`src/rtl/pipe_pkg.sv`:
```
// rtl/pipe_pkg.sv - alu_op codes and hazard controller state encoding
package pipe_pkg;

  localparam logic [5:0] ADD  = 6'b000001;
  localparam logic [5:0] SUB  = 6'b000010;
  localparam logic [5:0] SLL  = 6'b000011;
  localparam logic [5:0] XOR  = 6'b000100;
  localparam logic [5:0] SRL  = 6'b000101;
  localparam logic [5:0] OR   = 6'b000110;
  localparam logic [5:0] AND  = 6'b000111;
  localparam logic [5:0] LW   = 6'b001000;
  localparam logic [5:0] ADDI = 6'b001001;
  localparam logic [5:0] SW   = 6'b001010;
  localparam logic [5:0] BEQ  = 6'b001011;
  localparam logic [5:0] BLT  = 6'b001100;
  localparam logic [5:0] BGE  = 6'b001101;
  localparam logic [5:0] JAL  = 6'b001110;

  typedef enum logic [1:0] {
    RUN    = 2'd0,
    FREEZE = 2'd1,
    HALT   = 2'd2
  } pipe_state_e;

endpackage

```
`src/rtl/sat_counter.sv`:
```
// rtl/sat_counter.sv - saturating up-counter with synchronous clear
module sat_counter #(
  parameter int W = 16
) (
  input  logic         clk,
  input  logic         rst,
  input  logic         clr_i,
  input  logic         inc_i,
  output logic [W-1:0] cnt_o
);

  logic [W-1:0] cnt_q;
  logic [W-1:0] cnt_d;

  always_comb begin
    cnt_d = cnt_q;
    if (clr_i) begin
      cnt_d = '0;
    end else if (inc_i && (cnt_q != {W{1'b1}})) begin
      cnt_d = cnt_q + 1'b1;
    end
  end

  always_ff @(posedge clk or posedge rst) begin
    if (rst) begin
      cnt_q <= '0;
    end else begin
      cnt_q <= cnt_d;
    end
  end

  assign cnt_o = cnt_q;

endmodule

```
`src/rtl/pipe_ctrl.sv`:
```
// rtl/pipe_ctrl.sv - pipeline hazard, redirect and memory-freeze controller
module pipe_ctrl
  import pipe_pkg::*;
#(
  parameter int CNT_W      = 16,
  parameter int WD_TIMEOUT = 255,
  parameter int WD_W       = 8
) (
  input  logic             clk,
  input  logic             rst,
  input  logic             id_valid,
  input  logic [4:0]       id_rs1,
  input  logic [4:0]       id_rs2,
  input  logic             id_rs1_used,
  input  logic             id_rs2_used,
  input  logic [5:0]       ex_alu_op,
  input  logic [4:0]       ex_rd,
  input  logic             ex_flush,
  input  logic [31:0]      ex_new_inst_addr,
  input  logic             mem_req,
  input  logic             mem_ready,
  output logic             pc_stall,
  output logic             if_id_stall,
  output logic             if_id_flush,
  output logic             id_ex_bubble,
  output logic             ex_mem_stall,
  output logic             pc_redirect,
  output logic [31:0]      pc_redirect_addr,
  output logic             halted,
  output logic [CNT_W-1:0] stall_cnt,
  output logic [CNT_W-1:0] flush_cnt
);

  localparam logic [WD_W-1:0] WD_LIMIT = WD_W'(WD_TIMEOUT);

  pipe_state_e     state_q, state_d;
  logic [WD_W-1:0] wd_q, wd_d;
  logic [WD_W-1:0] wd_inc;
  logic [31:0]     addr_q, addr_d;
  logic            freeze_cond;
  logic            lu_hazard;

  assign freeze_cond = mem_req & ~mem_ready;
  assign wd_inc      = wd_q + 1'b1;

  // An unknown alu_op makes the == compare non-true, so the hazard branch is not taken.
  assign lu_hazard = id_valid & (ex_alu_op == LW) & (ex_rd != 5'd0)
                   & ((id_rs1_used & (id_rs1 == ex_rd)) | (id_rs2_used & (id_rs2 == ex_rd)));

  always_comb begin
    state_d      = state_q;
    wd_d         = wd_q;
    addr_d       = addr_q;
    pc_stall     = 1'b0;
    if_id_stall  = 1'b0;
    if_id_flush  = 1'b0;
    id_ex_bubble = 1'b0;
    ex_mem_stall = 1'b0;
    pc_redirect  = 1'b0;
    if (!rst) begin
      unique case (state_q)
        RUN: begin
          if (freeze_cond) begin
            pc_stall     = 1'b1;
            if_id_stall  = 1'b1;
            ex_mem_stall = 1'b1;
            wd_d         = WD_W'(1);
            state_d      = (WD_LIMIT <= WD_W'(1)) ? HALT : FREEZE;
          end else if (ex_flush) begin
            pc_redirect  = 1'b1;
            if_id_flush  = 1'b1;
            id_ex_bubble = 1'b1;
            addr_d       = ex_new_inst_addr;
          end else if (lu_hazard) begin
            pc_stall     = 1'b1;
            if_id_stall  = 1'b1;
            id_ex_bubble = 1'b1;
          end
        end
        FREEZE: begin
          // A flush raised while EX is held waits for the first RUN cycle.
          if (freeze_cond) begin
            pc_stall     = 1'b1;
            if_id_stall  = 1'b1;
            ex_mem_stall = 1'b1;
            wd_d         = wd_inc;
            if (wd_inc >= WD_LIMIT) begin
              state_d = HALT;
            end
          end else begin
            wd_d    = '0;
            state_d = RUN;
          end
        end
        HALT: begin
          pc_stall     = 1'b1;
          if_id_stall  = 1'b1;
          ex_mem_stall = 1'b1;
        end
        default: begin
          state_d = RUN;
        end
      endcase
    end
  end

  always_ff @(posedge clk or posedge rst) begin
    if (rst) begin
      state_q <= RUN;
      wd_q    <= '0;
      addr_q  <= '0;
    end else begin
      state_q <= state_d;
      wd_q    <= wd_d;
      addr_q  <= addr_d;
    end
  end

  assign halted           = (state_q == HALT) & ~rst;
  assign pc_redirect_addr = pc_redirect ? ex_new_inst_addr : addr_q;

  sat_counter #(.W(CNT_W)) u_stall_cnt (
    .clk   (clk),
    .rst   (rst),
    .clr_i (1'b0),
    .inc_i (pc_stall),
    .cnt_o (stall_cnt)
  );

  sat_counter #(.W(CNT_W)) u_flush_cnt (
    .clk   (clk),
    .rst   (rst),
    .clr_i (1'b0),
    .inc_i (pc_redirect),
    .cnt_o (flush_cnt)
  );

endmodule

```
`config.mk`:
```
export PLATFORM = sky130hd
export DESIGN_NAME = pipe_ctrl
export DESIGN_NICKNAME = d
export VERILOG_FILES = /design/src/rtl/pipe_pkg.sv /design/src/rtl/sat_counter.sv /design/src/rtl/pipe_ctrl.sv
export SDC_FILE = /design/constraint.sdc
export NUM_CORES = 1
export LEC_CHECK = 0
export CAP_MARGIN = 20
export CELL_PAD_IN_SITES_DETAIL_PLACEMENT = 2
export CELL_PAD_IN_SITES_GLOBAL_PLACEMENT = 2
export CORE_UTILIZATION = 27
export CTS_CLUSTER_DIAMETER = 150
export DETAILED_ROUTE_END_ITERATION = 10
export PLACE_DENSITY_LB_ADDON = 0.1
export SETUP_SLACK_MARGIN = 0.3
export SYNTH_ARGS = -nofsm -noshare
export SYNTH_HDL_FRONTEND = slang
export SYNTH_HIERARCHICAL = 1
export SYNTH_SLANG_ARGS = --single-unit
```
`constraint.sdc`:
```
create_clock -name clk -period 2.3 [get_ports clk]
set_input_delay 0.575 -clock clk [delete_from_list [all_inputs] [get_ports clk]]
set_output_delay 0.575 -clock clk [all_outputs]
set_load 0.01 [all_outputs]
```
==> results.sh, run 1 <==
export IMPL_status="finished with violations"
export IMPL_violations="setup timing"
export IMPL_gp_congestion=0.7108
export IMPL_final_core_util_pct=49.26
export IMPL_min_period_ns=2.673
export IMPL_core_area_um2=16520
export IMPL_start_util_pct=27.61
export IMPL_synth_seq_cells=74
export IMPL_pre_cts_ws_ns=-1.110
export IMPL_fmax_mhz=374.1
export IMPL_area_growth_pct=78.39
export IMPL_cp_num_buf_inv=4
export IMPL_grt_max_degree=43
export IMPL_synth_cell_types=59
export IMPL_fillers=1660
export IMPL_avgSynthCellArea_um2=11.18
export IMPL_synth_top_area_cell="dfrtp_1"
export IMPL_grt_remaining_overflow=0
export IMPL_power_density_nw_per_um2=543.7
export IMPL_hold_viol=0
export IMPL_initialDrtViolationCount=128
export IMPL_cts_root_buf="clkbuf_16"
export IMPL_fin_nets=729
export IMPL_yosysSeqAreaShare_pct=40.58
export IMPL_die_height_um=132
export IMPL_min_period_over_period_pct=116.2
export IMPL_clk_pin_slew_ns=0.06
export IMPL_cts_buffers=9
export IMPL_cp_end_kind="flop"
export IMPL_clock_skew_ns=0.01004
export IMPL_hold_path_class="reg2reg"
export IMPL_path_delay_family="simple AND/OR/NAND/NOR gates"
export IMPL_crit_type="in2reg"
export IMPL_yosysMostFrequentCell="dfrtp_1"
export IMPL_synth_top_flop_cell="dfrtp_1"
export IMPL_synth_commonest_cells="74 x dfrtp_1, 49 x mux2_4, 26 x a21oi_1"
export IMPL_crit_required_ns=2.57
export IMPL_wirelength_mm=17.72
export IMPL_cts_tree="built"
export IMPL_crit_chain="buf_6 -> xor2_1 -> nor4_2 -> a32oi_2 -> o31ai_2 -> buf_4 -> buf_6 -> nand3_4 -> or4_4 -> buf_6 -> or3_4 -> a21oi_2"
export IMPL_async_reset_ff_share_pct=100.0
export IMPL_io_pins=132
export IMPL_rsz0062_at_grt="true"
export IMPL_clock_sinks=74
export IMPL_final_layout_size_suffix_gt1_share_pct=56.65
export IMPL_avgViaCountPerCell=4.926
export IMPL_worstPathMaxFanout=4
export IMPL_finalMaxSlewViolations=0
export IMPL_drtPass1Iterations=4
export IMPL_grt_total_usage_pct=19.89
export IMPL_h_tree_depth=3
export IMPL_synth_cells=408
export IMPL_die_area_um2=17420
export IMPL_fin_ws_ns=-0.3729
export IMPL_maxCapViolations=0
export IMPL_yosys_area_top_type_share_pct=40.58
export IMPL_arrival_ns=2.94
export IMPL_power_total_mw=4.426
export IMPL_ir_drop_mv=0.3761
export IMPL_reg2reg_from="state_q[1]"
export IMPL_first_global_vias=4854
export IMPL_post_drt_wl_per_cell_um=19.93
export IMPL_yosys_top_cells_area="dfrtp_1 41%, mux2_4 16%, mux2_2 4.7%, a21oi_1 2.9%, buf_12 2.2%"
export IMPL_yosys_warnings=6
export IMPL_crit_path_max_incr_delay_ns=0.45
export IMPL_antenna_left=0
export IMPL_grt_pass1_wl_mm=26.94
export IMPL_synth_edf_count=0
export IMPL_maxSlewHeadroom_pct=38.86
export IMPL_r2r_setup_slack_ns=-0.18
export IMPL_cp_endpoint="u_stall_cnt/cnt_o[15]"
export IMPL_worst_pin_slew_ns=0.9101
export IMPL_r2r_end="u_stall_cnt/cnt_o[15]"
export IMPL_clockBufferDepth=2
export IMPL_leakage_nw=3.448
export IMPL_placementRows=47
export IMPL_n_antenna_cell=0
export IMPL_die_w_um=132
export IMPL_worstSetupStartpointType="input port"
export IMPL_port_buffers=131
export IMPL_crit_top_cell="buf_6"
export IMPL_antenna_found_initial=0
export IMPL_crit_start="id_rs2[1]"
export IMPL_num_vias=4379
export IMPL_rr_worst_depth=13
export IMPL_clk_latency_ns=0.35
export IMPL_place_hpwl_mm=10.69
export IMPL_route_detailed_drc=0
export IMPL_setup_violations=53
export IMPL_netlist_area_um2=4563
export IMPL_crit_slowest_cell="or4_4"
export IMPL_worst_path_stages=12
state kept, by name, summed over array words and instances (netlist names):
| register | cells |
|---|---|
| state_q | 2 |
| u_flush_cnt/cnt_o | 16 |
| addr_q | 32 |
| u_stall_cnt/cnt_o | 16 |
| wd_q | 8 |
power by group:
part,switching [mW],internal (mW)
Combinational,0.488,0.857
Clock,0.607,0.929
Sequential,0.104,1.44
through the flow:
| step | std cells | TNS, ns | cell area [um2] | hold slack [ns] |
|---|---|---|---|---|
| after global placement | 800 | -51.63 | 6499 | 0.4898 |
| after floorplan | 409 | -4.755 | 4656 | 0.4808 |
| final | 889 | -9.885 | 8140 | 0.5126 |
| after detailed placement | 800 | -55.94 | 6499 | 0.4972 |
| after CTS | 866 | -7.707 | 7669 | 0.5135 |
| after global routing | 889 | -14.22 | 8140 | 0.5269 |
cell usage in the layout, fill, tap and decap left out, types with 5 or more instances in the layout:
cell,n
nor2_1,9
or4_4,15
buf_4,75
o21ai_0,14
nand3_1,12
buf_2,6
nand4_1,9
a21oi_1,6
nor2b_1,5
dfrtp_2,15
dlygate4sd2_1,6
dfrtp_1,59
mux2_4,54
clkdlybuf4s50_1,65
buf_6,88
inv_1,10
buf_12,8
a21oi_2,20
clkbuf_16,9
xor2_1,8
nor3_1,7
nand2_1,20
or3_4,7
mux2_2,14
o31ai_1,7
or3_1,8
worst min path at each step:
stage	start	endpoint	slack, ns	cells past startpoint
2_1_floorplan	addr_q[24]	addr_q[24]	0.48	1
3_3_place_gp	addr_q[26]	addr_q[26]	0.49	1
3_5_place_dp	addr_q[11]	addr_q[11]	0.50	1
4_1_cts	addr_q[8]	addr_q[8]	0.51	1
5_1_grt	addr_q[4]	addr_q[4]	0.53	1
6_report	addr_q[23]	addr_q[23]	0.51	1
routing by layer:
metal	global-route usage, %	up-vias	part of all wire (%)
li1	-	2035	-
met1	24.71	2223	43
met2	34.48	106	52
met3	4.691	15	4.2
met4	5.103	0	0.97
met5	0	-	0
what timing repair did:
item | in CTS | in global routing
cloned | 4 | 0
buffers inserted | 46 | 23
resized for setup | 361 | 85
pin swaps | 31 | 27
hold buffers | 0 | 0
setup endpoints to repair | 91 | 87
final cells by class:
| class | count | area (um2) | area share, % |
|---|---|---|---|
| timing repair buffer | 263 | 2656 | 32.63 |
| tap | 220 | 275.3 | 3.381 |
| clock buffer | 12 | 266.5 | 3.274 |
| multi-input combinational | 303 | 2967 | 36.44 |
| clock inverter | 4 | 48.80 | 0.5994 |
| sequential | 74 | 1871 | 22.98 |
| inverter | 13 | 56.30 | 0.6917 |
cell families after synthesis:
logic type,count (synthesis),synth area share [%]
xor+xnor,12,2.303
other cells,1,0.08218
buf+inv,32,5.539
fa+ha+maj,4,1.097
mux,72,21.69
simple gates,141,18.95
flops,74,40.58
compound gates,72,9.762
(Power assumes the default switching activity.)
==> run 2, diff against run 1 <==
Settings changed: CORE_MARGIN from default to 10, REMOVE_ABC_BUFFERS from default to 1.
==> run 2 against run 1 <==
Net effect: sequential share of layout area up 0.34 points; the run still ends with setup timing left; clock power grew 8%; utilization decreased by 0.77 points; cell area decreased by 1.2%; count of clock-buffer cells in the layout down 3.
==> results.sh, run 2 (synthesis gave the netlist of run 1 again) <==
export IMPL_cts_tree="built"
export IMPL_cts_root_buf="clkbuf_16"
export IMPL_largest_reg_flops=32
export IMPL_fin_nets=725
export IMPL_leakage_nw=3.389
export IMPL_grt_max_degree=43
export IMPL_wirelength_mm=18.79
export IMPL_clockBufferDepth=2
export IMPL_route_detailed_drc=0
export IMPL_hold_path_depth=1
export IMPL_placementRows=47
export IMPL_maxSlewHeadroom_pct=44.39
export IMPL_die_w_um=150
export IMPL_violations="setup timing"
export IMPL_core_area_um2=16580
export IMPL_hold_path_class="reg2reg"
export IMPL_gp_congestion=0.7840
export IMPL_cts_hold_buf=0
export IMPL_arrival_ns=3.22
export IMPL_setup_tns_ns=-14.32
export IMPL_fin_ws_ns=-0.6468
export IMPL_power_density_nw_per_um2=564.0
export IMPL_status="finished with violations"
export IMPL_initialDrtViolationCount=144
export IMPL_num_vias=4386
export IMPL_cts_buffers=9
export IMPL_crit_type="in2reg"
export IMPL_finalMaxSlewViolations=0
export IMPL_io_pins=132
export IMPL_clock_skew_ns=0.01201
export IMPL_dp_cells=802
export IMPL_crit_top_cell="buf_6"
export IMPL_grt_pass1_wl_mm=29.64
export IMPL_clk_latency_ns=0.35
export IMPL_worst_pin_slew_ns=0.8278
export IMPL_clk_pin_slew_ns=0.07
export IMPL_min_period_ns=2.947
export IMPL_die_area_um2=22500
export IMPL_top_register="addr_q"
export IMPL_rsz0062_at_grt="true"
export IMPL_antenna_left=0
export IMPL_crit_path_max_incr_delay_ns=0.55
export IMPL_fmax_mhz=339.4
export IMPL_die_height_um=150
export IMPL_layout_common_cells="81 x buf_4, 76 x buf_6, 66 x clkdlybuf4s50_1"
export IMPL_start_util_pct=27.52
export IMPL_ir_drop_mv=0.4287
export IMPL_instances_no_fill=887
export IMPL_rr_worst_depth=13
export IMPL_worstSetupStartpointType="input port"
export IMPL_port_buffers=131
export IMPL_min_period_over_period_pct=128.1
export IMPL_setup_violations=58
export IMPL_first_global_vias=5009
export IMPL_avgViaCountPerCell=4.945
export IMPL_antenna_found_initial=3
export IMPL_clock_sinks=74
export IMPL_maxCapViolations=0
export IMPL_place_hpwl_mm=12.08
export IMPL_crit_chain="clkdlybuf4s50_1 -> xnor2_2 -> a32oi_2 -> o31ai_2 -> buf_4 -> buf_6 -> buf_6 -> buf_6 -> nand3_2 -> or4_4 -> or3_4 -> a21oi_2"
export IMPL_grt_total_usage_pct=16.71
export IMPL_cp_end_kind="flop"
export IMPL_area_growth_pct=76.23
export IMPL_fillers=1674
export IMPL_layout_commonest_cell="buf_4"
export IMPL_crit_required_ns=2.57
export IMPL_grt_remaining_overflow=0
export IMPL_drtPass1Iterations=4
export IMPL_post_drt_wl_per_cell_um=21.19
export IMPL_pre_cts_ws_ns=-1.178
export IMPL_h_tree_depth=3
export IMPL_worstPathMaxFanout=3
export IMPL_hold_viol=0
export IMPL_crit_slowest_cell="or4_4"
export IMPL_final_layout_size_suffix_gt1_share_pct=56.09
export IMPL_power_total_mw=4.536
## run 2: cell types whose count changed in the layout (fill, tap and decap cells not counted), sizes merged
cell           delta
inv               -2
clkdlybuf4s15     -2
clkinv            +3
bufinv            +2
clkdlybuf4s50     +1
diode             +2
clkbuf            -6
## run 2: critical path, delay by kind of cell
family                 cells  cell delay, ns
AND/OR/NAND/NOR            3            1.02
XOR/XNOR                   1            0.13
AO/OA/AOI/OAI              3            0.56
buffers and inverters      5            0.93
## run 2: metal layers
metal	global-route usage, %	wire [um]
met3	4.559	958
met1	19.50	7752
met4	3.984	220
met2	29.63	9848
met5	0	13
## run 2: cell type report
class / count / area, um2 / share of cell area, %
well taps: 220 / 275.3 / 3.423
inverters: 13 / 53.80 / 0.6691
clock buffers: 9 / 225.2 / 2.801
flip-flops and latches: 74 / 1876 / 23.32
multi-input cells: 303 / 2905 / 36.13
repair buffers: 259 / 2584 / 32.13
clock inverters: 7 / 117.6 / 1.463
diodes: 2 / 5.005 / 0.06224
## run 2: path summary, 6_finish.rpt
kind                            slack [ns]               endpoint       start
worst min-delay path                  0.51             addr_q[27]  addr_q[27]
worst max register to register       -0.32  u_stall_cnt/cnt_o[12]  state_q[1]
worst max-delay path                 -0.65  u_stall_cnt/cnt_o[12]   id_rs2[2]
max in group asynchronous             1.14                wd_q[0]         rst
worst min register to register        0.51             addr_q[27]  addr_q[27]
min in group asynchronous             0.57  u_stall_cnt/cnt_o[14]         rst
## run 2: per-stage QoR
step	hold WS [ns]	util [%]	area (um2)
floorplan	0.4810	-	4363
global placement	0.4903	38.80	6434
detailed placement	0.4986	38.80	6434
CTS	0.5163	47.07	7806
global route	0.5307	48.48	8039
finish	0.5110	48.49	8041
## run 2: timing repair
action	in CTS	in global routing
gates cloned	3	0
pin swaps	47	15
gates resized for setup	409	43
endpoints found under the setup margin	91	98
buffers inserted	52	12
## run 2: power breakdown
part / total [mW] / switching [mW] / internal [mW]
sequential: 1.55 / 0.104 / 1.44
combinational: 1.31 / 0.483 / 0.831
clock: 1.67 / 0.614 / 1.06
total: 4.54 / 1.20 / 3.33
